**config.mk**
```make
export PLATFORM = sky130hd
export DESIGN_NAME = imem_loader_flat
export DESIGN_NICKNAME = d
export VERILOG_FILES = /design/src/rtl/imem_loader_pkg.sv /design/src/rtl/imem_loader_if.sv /design/src/rtl/imem_loader_timeout.sv /design/src/rtl/imem_loader.sv /design/src/flat_wrapper.sv
export SDC_FILE = /design/constraint.sdc
export NUM_CORES = 1
export LEC_CHECK = 0
export ABC_CLOCK_PERIOD_IN_PS = 5600
export CAP_MARGIN = 10
export CORE_UTILIZATION = 25
export DETAILED_ROUTE_END_ITERATION = 16
export PLACE_DENSITY = 0.39
export SLEW_MARGIN = 20
export SYNTH_ARGS = -nofsm -noshare
export SYNTH_HDL_FRONTEND = slang
export SYNTH_HIERARCHICAL = 1
export SYNTH_SLANG_ARGS = --single-unit
```
**constraint.sdc**
```tcl
create_clock -name clk -period 5.6 [get_ports clk]
set_input_delay 0.56 -clock clk [delete_from_list [all_inputs] [get_ports clk]]
set_output_delay 0.56 -clock clk [all_outputs]
set_load 0.005 [all_outputs]
```
**src/rtl/imem_loader_pkg.sv**
```systemverilog
// imem_loader_pkg: state encoding and frame constants shared by the loader files.
package imem_loader_pkg;
    typedef enum logic [2:0] {
        S_IDLE,
        S_HDR_LO,
        S_HDR_HI,
        S_DATA,
        S_WRITE,
        S_DONE,
        S_ERROR
    } state_t;
    localparam int HDR_BYTES      = 2;
    localparam int BYTES_PER_WORD = 4;
endpackage

```
**src/rtl/imem_loader_if.sv**
```systemverilog
// imem_loader_if: byte stream in, instruction memory write port out.
interface imem_loader_if #(parameter int ADDR_WIDTH = 6);
    logic                  byte_valid;
    logic [7:0]            byte_data;
    logic                  byte_ready;
    logic                  mem_we;
    logic [ADDR_WIDTH-1:0] mem_addr;
    logic [31:0]           mem_wdata;
    modport master (output byte_valid, byte_data, input byte_ready, mem_we, mem_addr, mem_wdata);
    modport slave  (input byte_valid, byte_data, output byte_ready, mem_we, mem_addr, mem_wdata);
endinterface

```
**src/rtl/imem_loader_timeout.sv**
```systemverilog
// loader_timeout: counts enabled cycles since the last clear and flags when the limit is hit.
module loader_timeout #(
    parameter int TIMEOUT_CYCLES = 100_000_000
) (
    input  logic clk,
    input  logic reset,
    input  logic clear,
    input  logic enable,
    output logic expired
);
    localparam int W = $clog2(TIMEOUT_CYCLES + 1);
    logic [W-1:0] cnt;
    assign expired = enable && !clear && cnt == W'(TIMEOUT_CYCLES - 1);
    always_ff @(posedge clk) begin
        if (reset || clear) cnt <= '0;
        else if (enable)    cnt <= cnt + W'(1);
    end
endmodule

```
**src/rtl/imem_loader.sv**
```systemverilog
// imem_loader: assembles a length-prefixed LE byte stream into 32-bit words and
// writes them to consecutive instruction memory addresses while holding the CPU.
module imem_loader
    import imem_loader_pkg::*;
#(
    parameter int ADDR_WIDTH     = 6,
    parameter int TIMEOUT_CYCLES = 100_000_000
) (
    input  logic                clk,
    input  logic                reset,
    input  logic                start,
    imem_loader_if.slave        bus,
    output logic                cpu_hold,
    output logic                done,
    output logic                error,
    output logic [15:0]         words_loaded
);
    localparam logic [16:0] DEPTH = 17'(2 ** ADDR_WIDTH);
    state_t state, state_n;
    logic [15:0] count;
    logic [15:0] hdr_count;
    logic [1:0] idx;
    logic [31:0] word;
    logic [ADDR_WIDTH-1:0] addr;
    logic ready, xfer, go, tmo, last_word;
    assign ready = state inside {S_HDR_LO, S_HDR_HI, S_DATA};
    assign xfer = ready && bus.byte_valid;
    assign go = start && state inside {S_IDLE, S_DONE, S_ERROR};
    assign hdr_count = {bus.byte_data, count[7:0]};
    assign last_word = words_loaded + 16'd1 == count;
    assign bus.byte_ready = ready;
    assign bus.mem_we = state == S_WRITE;
    assign bus.mem_addr = addr;
    assign bus.mem_wdata = word;
    assign cpu_hold = ready || state == S_WRITE;
    assign done = state == S_DONE;
    assign error = state == S_ERROR;
    loader_timeout #(.TIMEOUT_CYCLES(TIMEOUT_CYCLES)) u_timeout (
        .clk    (clk),
        .reset  (reset),
        .clear  (go || xfer),
        .enable (ready),
        .expired(tmo)
    );
    always_comb begin
        state_n = state;
        unique case (state)
            S_IDLE, S_DONE, S_ERROR: state_n = start ? S_HDR_LO : state;
            S_HDR_LO: state_n = tmo ? S_ERROR : xfer ? S_HDR_HI : state;
            S_HDR_HI: state_n = tmo ? S_ERROR : !xfer ? state :
                                hdr_count == 16'd0 ? S_DONE :
                                {1'b0, hdr_count} > DEPTH ? S_ERROR : S_DATA;
            S_DATA: state_n = tmo ? S_ERROR :
                              (xfer && idx == 2'(BYTES_PER_WORD - 1)) ? S_WRITE : state;
            S_WRITE: state_n = last_word ? S_DONE : S_DATA;
            default: state_n = S_IDLE;
        endcase
    end
    // Bytes shift in from the top so the first byte ends up in word[7:0].
    always_ff @(posedge clk) begin
        if (reset) begin
            state <= S_IDLE;
            count <= '0;
            idx <= '0;
            word <= '0;
            addr <= '0;
            words_loaded <= '0;
        end else begin
            state <= state_n;
            if (go) begin
                words_loaded <= '0;
                addr <= '0;
                idx <= '0;
            end
            if (xfer && state == S_HDR_LO) count[7:0] <= bus.byte_data;
            if (xfer && state == S_HDR_HI) begin
                count[15:8] <= bus.byte_data;
                idx <= '0;
            end
            if (xfer && state == S_DATA) begin
                word <= {bus.byte_data, word[31:8]};
                idx <= idx + 2'd1;
            end
            if (state == S_WRITE) begin
                addr <= addr + ADDR_WIDTH'(1);
                words_loaded <= words_loaded + 16'd1;
            end
        end
    end
endmodule
```
**src/flat_wrapper.sv**
```systemverilog
// flat-port wrapper written by rule: the top's interface ports become plain ports
module imem_loader_flat import imem_loader_pkg::*;
#(
    parameter int ADDR_WIDTH     = 6,
    parameter int TIMEOUT_CYCLES = 100_000_000
)
  (clk, reset, start, cpu_hold, done, error, words_loaded, bus_byte_valid, bus_byte_data, bus_byte_ready, bus_mem_we, bus_mem_addr, bus_mem_wdata);
  imem_loader_if #(.ADDR_WIDTH(ADDR_WIDTH)) bus_i ();
  input  logic clk;
  input  logic reset;
  input  logic start;
  output logic cpu_hold;
  output logic done;
  output logic error;
  output logic [15:0] words_loaded;
  input wire logic [$bits(bus_i.byte_valid)-1:0] bus_byte_valid;
  input wire logic [$bits(bus_i.byte_data)-1:0] bus_byte_data;
  output wire logic [$bits(bus_i.byte_ready)-1:0] bus_byte_ready;
  output wire logic [$bits(bus_i.mem_we)-1:0] bus_mem_we;
  output wire logic [$bits(bus_i.mem_addr)-1:0] bus_mem_addr;
  output wire logic [$bits(bus_i.mem_wdata)-1:0] bus_mem_wdata;
  assign bus_i.byte_valid = bus_byte_valid;
  assign bus_i.byte_data = bus_byte_data;
  assign bus_byte_ready = bus_i.byte_ready;
  assign bus_mem_we = bus_i.mem_we;
  assign bus_mem_addr = bus_i.mem_addr;
  assign bus_mem_wdata = bus_i.mem_wdata;
  imem_loader #(.ADDR_WIDTH(ADDR_WIDTH), .TIMEOUT_CYCLES(TIMEOUT_CYCLES)) u_core (.clk(clk), .reset(reset), .start(start), .bus(bus_i), .cpu_hold(cpu_hold), .done(done), .error(error), .words_loaded(words_loaded));
endmodule
```
Word level (Yosys, flattened, before mapping)
Index checks and enable logic that the tools add are counted.

Add/sub/neg operators: 4. Order comparisons: 1. Eq/ne operators: 13. Mux-type cells: 18. Reduce and logical (&&, ||, !) cells: 20.

Operators by type and width (number): 16-bit two-way mux (2); 3-bit two-way mux (10); 27-bit by 1-bit adder with 27-bit output, second input constant (1); 27-bit equality test, second input constant (1); 16-bit by 1-bit adder with 16-bit output, second input constant (1); 16-bit equality test (1); 16-bit by 7-bit greater-than comparator with 1-bit output, second input constant (1); 16-bit logical NOT (1); 3-bit one-hot mux with 5 select lines (1); 6-bit two-way mux (2); 3-bit equality test, second input constant (3); 3-bit nonzero test (3); 1-bit logical AND (8); 6-bit by 1-bit adder with 6-bit output, second input constant (1); 3-bit by 2-bit equality test with 1-bit output, second input constant (2); 2-bit two-way mux (3); 3-bit by 1-bit inequality test with 1-bit output, second input constant (2); 4-bit AND reduction (1); 3-bit by 1-bit equality test with 1-bit output, second input constant (1); 3-bit logical NOT (1); 1-bit logical OR (3); 3-bit by 2-bit inequality test with 1-bit output, second input constant (1); 3-bit OR reduction (1); 2-bit by 1-bit adder with 2-bit output, second input constant (1); 4 further kinds (4).

Flip-flop bits (word level): 102. Input bits: 12. Output and inout port bits: 59. Word-level logic and storage cells: 64.

Logic depth before layout (Yosys ltp)
Depth after elaboration: 9. Depth in mapped cells: 15. Mapped depth without buffers: 14.

By module
Netlist, hierarchy kept.

By module, submodules not included: imem_loader (times used 1, cells each 496, area each 3753.6 um^2); loader_timeout (times used 1, cells each 156, area each 1328.8 um^2).

Worst setup path before layout
Ideal clock, no wire load.

Kind: reg-to-reg. Start point: register u_core.state[0]. End point: register u_core.state[1]. Setup time: 0.116 ns. Data arrival time: 2.580 ns. Setup slack: 2.905 ns. Cell stages (with the launch flop): 15. Path buffers: 4. Path through: dfxtp_1 > buf_2 > buf_1 > nor2_1 > nor2_1 > buf_6 > and4_1 > buf_6 > nand3_1 > nor3_1 > nor2_1 > o21ai_0 > o21a_1 > a311oi_1 > a31o_1.

Longest elaborated chain between the ends: 9.

Ends and longest elaborated chain: start: declaration (line imem_loader.sv:19) `state_t state, state_n;`; start signal: assignment (line imem_loader.sv:69) `state <= state_n;`; 3-bit by 1-bit equality test with 1-bit output / 3-bit by 2-bit equality test with 1-bit output (equally long branches) (line imem_loader.sv:26) `assign ready = state inside {S_HDR_LO, S_HDR_HI, S_DATA};`; 3-bit nonzero test * (line imem_loader.sv:26); net bus_byte_ready (line flat_wrapper.sv:18) `output wire logic [$bits(bus_i.byte_ready)-1:0] bus_byte_ready;`; 1-bit logical AND (line imem_loader.sv:27) `assign xfer = ready && bus.byte_valid;`; 1-bit logical OR (line imem_loader.sv:41) `.clear (go || xfer),`; 1-bit logical NOT (line imem_loader_timeout.sv:13) `assign expired = enable && !clear && cnt == W'(TIMEOUT_CYCLES - 1);`; 1-bit logical AND * (2 in series) (line imem_loader_timeout.sv:13); net u_core.tmo (line imem_loader.sv:25) `logic ready, xfer, go, tmo, last_word;`; 3-bit two-way mux, or another cell as far along (line imem_loader.sv:53) `S_DATA: state_n = tmo ? S_ERROR :`; 3-bit one-hot mux with 5 select lines / 4-bit AND reduction (equally long branches).

The timed path passes the listed nets; every way through them passes the cells marked *. A chain may end at the register's enable or synchronous reset.

Worst setup path in the final report
Start point: register u_core.state[0]. End point: register u_core.state[1].

Longest elaborated chain between the ends: 9.

Ends and longest elaborated chain: 3-bit equality test, or another cell as far along (line imem_loader.sv:28) `assign go = start && state inside {S_IDLE, S_DONE, S_ERROR};`; 3-bit nonzero test, on equally long branches (line imem_loader.sv:28, imem_loader.sv:26); 1-bit logical AND, on equally long branches (line imem_loader.sv:28, imem_loader.sv:27); 1-bit logical OR (line imem_loader.sv:41); 1-bit logical NOT (line imem_loader_timeout.sv:13); 1-bit logical AND * (2 in series) (line imem_loader_timeout.sv:13); net u_core.tmo (line imem_loader.sv:25); 3-bit two-way mux, or another cell as far along (line imem_loader.sv:53); 3-bit one-hot mux with 5 select lines / 4-bit AND reduction (equally long branches).

Marks and branches as above.

==> reports/qor.log <==
INFO  global_routing grt_use_met1=0.186
INFO  cts            cts_inserted_buffers=9
INFO  cts            clock_latency=350ps
INFO  sta            slew_violations=0
INFO  cts            post_cts_sizing_count=0
INFO  layout         filler_cell_count=2161
INFO  floorplanning  rows=51
INFO  sta            worst_slew_margin_rel=0.406
INFO  layout         layout_commonest_cell=nand2_1
INFO  worst_setup_path timing.critical_path.slowest_stage_cell=dfxtp_1
INFO  yosys          synth-main-ff-cell=dfxtp_1
INFO  yosys          yosys.area_share.adder=0.0118
INFO  min_path       hold_path_depth=2
INFO  sta            max_freq=291MHz
INFO  flow_run       max_cap_violations=0
INFO  cts            clkSinkCount=102
INFO  worst_setup_path regToRegStartpoint=u_core/state[0]
INFO  cts            clkTransAtPathRegs=70ps
INFO  routing        drt_pre_antenna_iters=4
INFO  sta            rsz0062_at_grt=false
INFO  global_routing globalRouteMet2Util=0.231
INFO  yosys          share_of_synthesized_cell_area_in_and_or_nand_and_nor_gates=0.293
INFO  worst_setup_path crit_top_cell=nor2_1
INFO  floorplanning  initial_core_util=0.258
INFO  floorplanning  core=0.0197sqmm
INFO  yosys          post_synth_num_cell_types=60
INFO  worst_setup_path arrival=3680ps
INFO  sta            final.setup_skew=9.24ps
INFO  placement      io_buffer_count=70
INFO  placement      dp.final_hpwl=9740um
INFO  routing        first_iter_violations=185
INFO  yosys          synth-compound-area-share=0.183
INFO  global_routing number_of_antenna_violations_at_the_first_check_in_global_routing=0
INFO  yosys          synth_async_sr_flop_share=0
INFO  routing        drc=0
INFO  routing        postRouteAntennaNets=0
INFO  layout         antenna-diode-count=0
INFO  yosys          number_of_synthesized_flops_with_an_enable_pin=0
INFO  worst_setup_path endpoint_of_the_worst_register_to_register_path=u_core/state[1]
INFO  yosys          syn-instance-count=652
INFO  pwr            power.ir.vdd_worst=160uV
INFO  global_routing grt_first_pass_wirelength=23200um
INFO  cts            root_buffer=clkbuf_16
INFO  worst_setup_path reg2reg_slack=2160ps
INFO  global_routing track_usage=0.143
INFO  placement      dpl-instance-area=0.00593sqmm
INFO  global_routing pin_count_of_the_biggest_net_entering_global_routing=79
INFO  floorplanning  die_area=0.0209sqmm
INFO  global_routing use_met3=0.0311
INFO  cts            cts_hold_buf=0
INFO  worst_setup_path endpoint=u_core/state[1]
INFO  layout         area_growth_syn_to_layout=22.2%
INFO  sta            post-route-period-util=0.613
INFO  cts            tritoncts=built
INFO  layout         sequential_cell_area=0.00204sqmm
INFO  sta            report.final.hold_viol_count=0
INFO  pwr            p_leak=0.00199uW
INFO  floorplanning  ioPinCount=71
INFO  sta            worstMarginPinSlew=891ps
INFO  layout         multi_input_area=0.00279sqmm
INFO  global_routing grt-ovfl-total=0
INFO  worst_setup_path endpoint_kind=flip-flop
INFO  worst_setup_path worst_path_cell_chain=nor2_1 > nor2_1 > and4_1 > nand3_1 > nor3_1 > nor2_1 > o21ai_0 > o21a_1 > a311oi_1 > a31o_1
INFO  yosys          synth_seq_area_share=0.402
INFO  worst_setup_path criticalPathCategory=reg -> reg
INFO  placement      place_inst=948
INFO  yosys          synth-seq-cells=102
INFO  cts            post-cts-setup-buffer-count=0
INFO  routing        route.detailed.wl_per_inst=14.9um
INFO  worst_setup_path worstSetupStartpointType=flip-flop
INFO  layout         number_of_nets_at_the_end_of_the_flow=710
INFO  routing        drt_wl_total=14300um
INFO  layout         layout-drive-gt1-share=0.0487
INFO  yosys          yosys.area_share.xor_xnor=0.0534
INFO  yosys          mappedNetlistNets=668
INFO  layout         layout_common_cells=nand2_1, dfxtp_1, a21oi_1
INFO  worst_setup_path critPathMaxStageDelay=710ps
INFO  routing        dr_total_vias=4679
INFO  yosys          synth_warnings=6
INFO  global_routing grt_most_used_layer=met2
INFO  pwr            powerDensity=317mW/mm^2
INFO  layout         final_cell_area=0.00621sqmm
INFO  yosys          largest_family_of_logic_cells_by_synthesized_area=simple AND/OR/NAND/NOR gates
INFO  yosys          synth_area=0.00508sqmm
INFO  cts            max-clock-path-buffers=2
INFO  sta            timing.setup.tns=0ps
INFO  global_routing first_global_vias=4449
INFO  sta            report.final.setup_viol=0
INFO  placement      routabilityCongestion=0.779
INFO  worst_setup_path worst-path-max-fanout=18
INFO  yosys          post_synth.cell_area_avg=7.80squm
INFO  floorplanning  floorplan.die.width=145um
INFO  cts            h-tree-depth=3
INFO  outcome        status=finished clean
INFO  layout         number_of_standard_cells_in_the_final_layout_excluding_fillers=963
INFO  min_path       min_path_type=reg -> reg
INFO  sta            post-route-min-period=3440ps
INFO  routing        avgViaCountPerCell=4.86
INFO  worst_setup_path reg2regPathDepth=10
INFO  worst_setup_path timing.critical_path.required=5850ps
INFO  yosys          yosys-mux-area-fraction=0.00591
INFO  floorplanning  fp.dieH=145um
INFO  worst_setup_path critical_path.startpoint=u_core/state[0]
[cells in the mapped netlist (all sizes together), types with 11 or more instances]
cell type  count  area share
buf           16       0.021
dfxtp        102        0.40
nand3         23       0.026
a21oi         87       0.086
xor2          16       0.028
nor2          63       0.047
nand4         11       0.021
nand2        124       0.092
xnor2         15       0.026
o21ai         26       0.026
or3           11       0.014
clkbuf        28       0.023
nor3          13       0.015
[worst min-delay path by stage]
stage                             start                       end  slack, ps
6_report        u_core/bus.mem_wdata[0]   u_core/bus.mem_wdata[0]        460
5_1_grt         u_core/bus.mem_wdata[4]   u_core/bus.mem_wdata[4]        470
4_1_cts         u_core/bus.mem_wdata[0]   u_core/bus.mem_wdata[0]        460
3_5_place_dp    u_core/bus.mem_wdata[0]   u_core/bus.mem_wdata[0]        450
3_3_place_gp    u_core/bus.mem_wdata[0]   u_core/bus.mem_wdata[0]        440
2_1_floorplan  u_core/u_timeout/cnt[26]  u_core/u_timeout/cnt[26]        440
[state kept, by name, summed over array words and instances (netlist names)]
register / count
u_core/bus.mem_wdata: 32
u_core/u_timeout/cnt: 27
u_core/count: 16
u_core/words_loaded: 16
u_core/bus.mem_addr: 6
u_core/state: 3
u_core/idx: 2
[final cells by class]
class                   instances  share of cell area
clock inverters                 4             0.00484
repair buffers                 75               0.118
well taps                     265              0.0534
clock buffers                  11              0.0407
multi-input cells             497               0.449
inverters                       9             0.00544
flip-flops and latches        102               0.329
[routing by layer]
layer  up-vias  share of wire
met2        72           0.48
met5         -              0
met3         9          0.037
met1      2216           0.47
li1       2382              -
met4         0          0.012
[critical path, delay by kind of cell, from the launching register on]
kind	cells	cell delay (ps)
compound gates	4	780
flops	1	710
simple gates	6	1840
[cell families after synthesis]
kind of cell / Yosys count
AOI/OAI and AO/OA: 160
xor gates and xnor gates: 31
adders and majority gates: 5
buffers and inverters: 53
DFF: 102
muxes: 3
and+or+nand+nor: 298
[report_power, final]
group	internal, uW	switching (uW)
clock network	326	289
logic	198	329
registers	760	67.0
[through the flow]
step           utilization  hold slack (ps)  power [uW]  setup WS [ps]
4_1_cts              0.315              457        2010           2210
2_1_floorplan            -              439        1200           2900
6_report             0.315              458        1970           2160
3_5_place_dp         0.301              451        1370           2220
5_1_grt              0.315              474        2090           1790
3_3_place_gp         0.301              444        1370           2330
No activity file was read; power rests on OpenSTA's default activity.
